==> src/rtl/ext_pkg.sv <==
// Shared mode encodings and lane constants for the ext_pipe extender.
package ext_pkg;

   typedef enum logic [2:0] {
      EXT_ZEXT16 = 3'b000,
      EXT_SEXT16 = 3'b001,
      EXT_LUI    = 3'b010,
      EXT_WORD   = 3'b011,
      EXT_LB     = 3'b100,
      EXT_LBU    = 3'b101,
      EXT_LH     = 3'b110,
      EXT_LHU    = 3'b111
   } ext_mode_e;

   localparam int HALF_W = 16;
   localparam int BYTE_W = 8;
   localparam int LUI_SH = 16;

endpackage

==> src/rtl/ext_core.sv <==
// Combinational immediate/load-data extender producing {err, res}.
// Misalignment checking is enabled by EXT_PIPE_ALIGN_CHECK_EN.
module ext_core
   import ext_pkg::*;
#(
   parameter int DATA_W = 32,
   parameter int OFF_W  = $clog2(DATA_W/8)
) (
   input  logic [DATA_W-1:0] data,
   input  logic [OFF_W-1:0]  off,
   input  ext_mode_e         mode,
   output logic              err,
   output logic [DATA_W-1:0] res
);

   logic [DATA_W-1:0] b_sh;
   logic [DATA_W-1:0] h_sh;
   logic [BYTE_W-1:0] byte_v;
   logic [HALF_W-1:0] half_v;

   always_comb begin
      // Lanes are little-endian: shift the selected lane down to bit 0.
      b_sh   = data >> {off, 3'b000};
      h_sh   = data >> {off[OFF_W-1:1], 4'b0000};
      byte_v = b_sh[BYTE_W-1:0];
      half_v = h_sh[HALF_W-1:0];
      err    = 1'b0;
      res    = '0;
      case (mode)
         EXT_ZEXT16: res = {{(DATA_W-HALF_W){1'b0}}, data[HALF_W-1:0]};
         EXT_SEXT16: res = {{(DATA_W-HALF_W){data[HALF_W-1]}}, data[HALF_W-1:0]};
         EXT_LUI: begin
            res = data[HALF_W-1] ? '1 : '0;
            res[31:0] = {data[HALF_W-1:0], {LUI_SH{1'b0}}};
         end
         EXT_WORD:   res = data;
         EXT_LB:     res = {{(DATA_W-BYTE_W){byte_v[BYTE_W-1]}}, byte_v};
         EXT_LBU:    res = {{(DATA_W-BYTE_W){1'b0}}, byte_v};
         EXT_LH:     res = {{(DATA_W-HALF_W){half_v[HALF_W-1]}}, half_v};
         EXT_LHU:    res = {{(DATA_W-HALF_W){1'b0}}, half_v};
         default:    res = '0;
      endcase
`ifdef EXT_PIPE_ALIGN_CHECK_EN
      err = ((mode == EXT_LH || mode == EXT_LHU) && off[0]) ||
            ((mode == EXT_WORD) && (off != '0));
      if (err) res = '0;
`else
      err = 1'b0;
`endif
   end

endmodule

==> src/rtl/ext_pipe.sv <==
// Registered extender with valid/ready handshake and a 2-entry (OR + skid) buffer.
// Optional misalignment flag via EXT_PIPE_ALIGN_CHECK_EN.
module ext_pipe
   import ext_pkg::*;
#(
   parameter  int DATA_W = 32,
   parameter  int TAG_W  = 5,
   localparam int OFF_W  = $clog2(DATA_W/8)
) (
   input  logic              clk,
   input  logic              rst,
   input  logic              in_valid,
   output logic              in_ready,
   input  logic [DATA_W-1:0] in_data,
   input  logic [OFF_W-1:0]  in_off,
   input  logic [2:0]        in_mode,
   input  logic [TAG_W-1:0]  in_tag,
   output logic              out_valid,
   input  logic              out_ready,
   output logic [DATA_W-1:0] out_data,
   output logic [TAG_W-1:0]  out_tag,
   output logic              out_err
);

   logic              core_err;
   logic [DATA_W-1:0] core_res;

   logic              sk_full;
   logic [DATA_W-1:0] sk_data;
   logic [TAG_W-1:0]  sk_tag;
   logic              sk_err;

   logic accept;
   logic or_free;

   ext_core #(.DATA_W(DATA_W), .OFF_W(OFF_W)) u_core (
      .data (in_data),
      .off  (in_off),
      .mode (ext_mode_e'(in_mode)),
      .err  (core_err),
      .res  (core_res)
   );

   // Ready comes only from the skid flag, never from out_ready.
   assign in_ready = !sk_full && !rst;
   assign accept   = in_valid && in_ready;
   assign or_free  = !out_valid || out_ready;

   always_ff @(posedge clk) begin
      if (rst) begin
         out_valid <= 1'b0;
         out_data  <= '0;
         out_tag   <= '0;
         out_err   <= 1'b0;
         sk_full   <= 1'b0;
         sk_data   <= '0;
         sk_tag    <= '0;
         sk_err    <= 1'b0;
      end else if (or_free) begin
         if (sk_full) begin
            out_valid <= 1'b1;
            out_data  <= sk_data;
            out_tag   <= sk_tag;
            out_err   <= sk_err;
            sk_full   <= 1'b0;
         end else if (accept) begin
            out_valid <= 1'b1;
            out_data  <= core_res;
            out_tag   <= in_tag;
            out_err   <= core_err;
         end else begin
            out_valid <= 1'b0;
         end
      end else if (accept) begin
         sk_full <= 1'b1;
         sk_data <= core_res;
         sk_tag  <= in_tag;
         sk_err  <= core_err;
      end
   end

endmodule
==> config.mk <==
export PLATFORM = sky130hd
export DESIGN_NAME = ext_pipe
export DESIGN_NICKNAME = d
export VERILOG_FILES = /design/src/rtl/ext_pkg.sv /design/src/rtl/ext_core.sv /design/src/rtl/ext_pipe.sv
export SDC_FILE = /design/constraint.sdc
export NUM_CORES = 1
export LEC_CHECK = 0
export CELL_PAD_IN_SITES_DETAIL_PLACEMENT = 1
export CELL_PAD_IN_SITES_GLOBAL_PLACEMENT = 1
export CORE_ASPECT_RATIO = 0.9
export CORE_MARGIN = 4
export CORE_UTILIZATION = 41
export CTS_BUF_LIST = sky130_fd_sc_hd__clkbuf_16
export CTS_CLUSTER_DIAMETER = 60
export DETAILED_ROUTE_END_ITERATION = 16
export GPL_ROUTABILITY_DRIVEN = 0
export PLACE_DENSITY = 0.95
export SLEW_MARGIN = 20
export SYNTH_ARGS = -nofsm -noshare
export SYNTH_HDL_FRONTEND = slang
export SYNTH_SLANG_ARGS = --single-unit
==> constraint.sdc <==
create_clock -name clk -period 4.95 [get_ports clk]
set_input_delay 0.99 -clock clk [delete_from_list [all_inputs] [get_ports clk]]
set_output_delay 0.99 -clock clk [all_outputs]
set_load 0.01 [all_outputs]
Word-level counts from Yosys, hierarchy flattened
Index checks and enable logic that the tools add are counted.

word-level totals
  memories = 0
  register bits = 77
  ROM bits = 0
  bits of input ports = 46
  latch bits = 0
  bits in writable memories = 0

cells by class
  bitwise operators = 1
  $add $sub $neg = 0
  multiply operators = 0
  eq/ne operators = 7
  $lt $le $gt $ge = 0
  reduce and logical (&&, ||, !) cells = 11
  divide/modulo/power cells = 0
  shifts and indexed selects = 2
  muxes and demuxes = 9

operators with widths
  kind                number
  $pmux 32 s8         1
  $mux 32             2
  $shr 32x5->16       1
  $shr 32x5->8        1
  $eq 3x3->1 const B  4
  $mux 5              2
  $eq 3x2->1 const B  2
  $mux 1              4
  $reduce_and 2->1    2
  $eq 3x1->1 const B  1
  $logic_not 1->1     3
  $logic_not 3->1     1
  $logic_and 1x1->1   2
  $reduce_bool 2->1   1
  $reduce_or 2->1     1
  $logic_or 1x1->1    1
  $not 1->1           1

Longest topological paths before layout
  depth after elaboration = 5
  gate-level depth with buffers = 7
  mapped depth without buffers = 4

Modules after synthesis
A second synthesis with hierarchy kept.

unflattened totals
  cell total of the unflattened synthesis = 486
  area total of the unflattened synthesis = 4,434.3 um^2

modules (own cells, without submodules)
  module    instances  area each (um^2)  cells each  seq. area each (um^2)
  ext_pipe  1          3,515.9           362         1,561.5
  ext_core  1          918.4             124         0.0

Worst setup path before layout
OpenSTA, ideal clock, no wires.

  path kind = input to register
  start = input port in_off[1]
  end = register sk_data[21]
  setup slack = 2,547 ps
  required time = 4,814 ps
  data arrival time = 2,267 ps
  stages on the path = 7
  path buffers = 3
  path through = clkbuf_1 mux4_2 and3_1 buf_6 nor3_4 buf_6 a211oi_1

on the way
  cells in the longest elaborated chain, start to end = 2
  elaborated cells on any way between the ends = 3
  classes of those cells = shift: 2; mux: 1

ends and longest elaborated chain
  item                                                  line                            source
  start: declaration                                    ext_pipe.sv:15                  input logic [OFF_W-1:0] in_off,
  $shr 32x5->16 / $shr 32x5->8 (equally long branches)  ext_core.sv:24, ext_core.sv:23
  $pmux 32 s8 (*)                                       ext_core.sv:29                  case (mode)
  end signal: assignment                                ext_pipe.sv:76                  sk_data <= core_res;
  end: declaration                                      ext_pipe.sv:29                  logic [DATA_W-1:0] sk_data;

Every way passes the cells marked *; elsewhere a longest branch is shown, timed or not.
A chain may end at the register's enable or synchronous reset.

Worst setup path in the final report
  start = input port in_mode[0]
  end = register out_data[5]

on the way
  cells in the longest elaborated chain, start to end = 4
  elaborated cells on any way between the ends = 11
  classes of those cells = eq/ne: 7; mux: 3; reduce/logical: 1

ends and longest elaborated chain
  item                                      line            source
  start: declaration                        ext_pipe.sv:16  input logic [2:0] in_mode,
  $eq 3x3->1, or another cell as far along  ext_core.sv:29
  $pmux 32 s8 (*)                           ext_core.sv:29
  $mux 32 (*)                               ext_pipe.sv:66  end else if (accept) begin
  $mux 32 (*)                               ext_pipe.sv:60  if (sk_full) begin
  end signal: assignment                    ext_pipe.sv:62  out_data <= sk_data;
  end signal: assignment                    ext_pipe.sv:68  out_data <= core_res;
  end: declaration                          ext_pipe.sv:20  output logic [DATA_W-1:0] out_data,

Every way passes the cells marked *; elsewhere a longest branch is shown, timed or not. The select of a mux whose other input is x is not followed.

==> key figures <==
Synth
  – Syn_area_per_cell: 8.38 um2
  – Primary FF master, synth: dfxtp_1
  – Largest area contributor in the netlist: dfxtp_1
  – Post-synthesis net count: about 540
  – Synth Register Bits: 76
  – Post-synthesis cell area: slightly above 0.004 mm2
  – Cell variety after synth: roughly 40
  – Synth warnings: 0
  – Post-synth ARST share: 0
  – Post-synth EDFFs: 0
  – Area contributors post-synth: dfxtp_1 (37%), a211oi_1 (7.5%), nand3b_1 (6.0%)
  – Share of the synthesized area in the top cell type: 0.369
  – Register area share after synthesis: 0.369
  – Synth Instances: just under 500

Power and ir drop
  – Total Power: roughly 0.0016 W
  – Worst VDD drop: 0.177 mV
  – Pwr dens: just over 300 mW/mm2
  – LEAKAGE: 1.76 nW

Clock tree
  – CTS Sinks: 76
  – Hold-fix buffers at CTS: 0
  – CTS max path bufs: 2
  – Post-CTS setup repair buffer count: 0
  – Worst skew pair latency: 340 ps
  – CTS tree: done
  – CTS Buf Count: 9
  – Clk slew on worst S/H paths: roughly 60 ps
  – Cells resized by post-CTS repair: 0
  – CTS root buf: clkbuf_16
  – CTS H-tree depth: 3

STA
  – Setup tns final: 0 ps
  – # setup viols final: 0
  – Slew of the pin with the lowest slew margin: around 1000 ps
  – Final Hold Viols: 0
  – Clock skew: 4.37 ps
  – Final period util: 0.704
  – Max-slew violation count: 0
  – Slew margin rel.: 0.319
  – RSZ-0062 raised after global routing: false
  – Final min period: roughly 3500 ps
  – Max frequency: about 290 MHz

Global routing
  – Largest net degree at the start of global routing: 109
  – GRT Util Overall: 0.255
  – First-pass GRT wire length: approximately 23 mm
  – Number of global-route vias before repair: 4,360
  – Gr ovfl total: 0
  – Initial antenna violation count: 0

Worst setup path
  – CP Data Required Time: around 5200 ps
  – RR Endpoint: sk_data[9]
  – FF-to-FF Start: out_valid
  – Max FO, Critical Path: 29
  – Crit Path Class: in -> reg
  – Startpoint types: input pin
  – WP data arrival: 3700 ps
  – R2r setup slk: about 2600 ps
  – Worst setup EP type: register
  – Reg2Reg Depth: 5

Detailed routing
  – Vias per Instance: around 6.3
  – DRT iter0 DRCs: about 300
  – Detail Route Antenna Nets: 0
  – Metal3 WL: about 1.0 mm
  – Wire length on met2: ~7.2 mm
  – Top sig layer: met4
  – DRC: 0
  – M1 WL: ~6.4 mm
  – Total iterations of the first detailed-routing run: 5
  – WL final: 15.1 mm
  – Vias: 4,271
  – WL/cell: between 20 and 25 um

Cells and area
  – Final Net Count: 591
  – Layout cells sized above 1: 0.0655
  – Most frequent cells in the layout: clkdlybuf4s50_1 (83), dfxtp_1 (76), nor2_1 (54)
  – Most common cell after layout, fill and taps aside: clkdlybuf4s50_1
  – # fillers: around 1,100
  – Area Growth Syn to Fin: 28.0%
  – Diodes inserted: 0

Place
  – HPWL after detailed placement: slightly above 10 mm
  – Port Buf Inserts: 84

Die
  – Die Height: 103 um
  – Initial Utilization: 0.423
  – I/O pin total: 86
  – Core area: 0.00974 mm2
  – Die ar.: around 0.012 mm2
  – # rows: 34
  – Die Width: roughly 110 um

Status
  – Outcome: completed

Min path
  – Type of the most critical hold path: reg -> reg
  – Worst Hold Path EP: sk_tag[1]
  – Hold Path Depth: 2
  – Worst Min Path Start: sk_tag[1]

Flow run
  – Max_cap viols: 0
[worst max-delay path, stage by stage]
cell	delay, ps
clkdlybuf4s50_1	1140
nor2b_1	390
o22ai_2	630
a211oi_1	160
o41ai_1	370
[per-stage QoR]
stage	std cells	area, um2	setup WS [ps]	utilization	hold WS [ps]
6_report	676	5280	1470	0.542	462
5_1_grt	676	5280	1250	0.542	490
4_1_cts	676	5280	1520	0.542	463
3_5_place_dp	660	4970	1220	0.510	455
3_3_place_gp	660	4970	1380	0.510	441
2_1_floorplan	492	4130	2550	-	436
[how the worst max path moves through the flow]
stage	end	slack, ps	depth (start not counted)	startpoint
after floorplan	sk_data[21]	2550	7	in_off[1]
after global placement	out_data[6]	1380	5	in_mode[0]
after detailed placement	out_data[5]	1220	5	in_mode[0]
after CTS	out_data[5]	1520	5	in_mode[0]
after global routing	out_data[5]	1250	5	in_mode[0]
final	out_data[5]	1470	5	in_mode[0]
[state kept, by name, indices dropped and copies added (netlist names)]
register,cells
sk_tag,5
out_valid,1
sk_full,1
sk_data,32
out_data,32
out_tag,5
[routing by layer]
layer,vias to the layer above,track usage
met4,0,0.111
met5,-,0
met1,2123,0.323
met3,36,0.0423
met2,182,0.432
li1,1930,-
[synth_stat cells, drive strengths merged, types with 2 or more instances]
master / number
nor2b: 3
a21oi: 7
nand4b: 9
o21ai: 12
buf: 16
o32ai: 15
nand2: 38
dfxtp: 76
clkbuf: 34
nor2: 54
mux2: 7
inv: 19
a211oi: 43
o211ai: 24
o41ai: 7
nor3: 12
nand3: 17
o31ai: 2
a211o: 16
mux2i: 16
nand2b: 4
nand3b: 33
o21bai: 16
[report_power, final]
group	switching (W)	total, W	internal, W	leakage [nW]
Sequential	0.0000151	0.000653	0.000638	0.618
Clock	0.000263	0.000698	0.000435	0.155
Combinational	0.000162	0.000286	0.000124	0.986
[kinds of logic after synthesis]
family                 count (synthesis)  synth area share
buffers and inverters                 69            0.0701
DFF                                   76             0.369
muxes                                 24            0.0634
AOI/OAI and AO/OA                    147             0.272
and+or+nand+nor                      175             0.225
other                                  1          0.000909
[layout make-up]
cell class              instances  area, um2  share of cell area
clock buffers                   9        225              0.0426
clock inverters                 7       83.8              0.0159
inverters                      19       71.3              0.0135
multi-input cells             347       2330               0.440
flip-flops and latches         76       1520               0.288
well taps                     126        158              0.0299
repair buffers                 92        896               0.170
(Power assumes the default switching activity.)
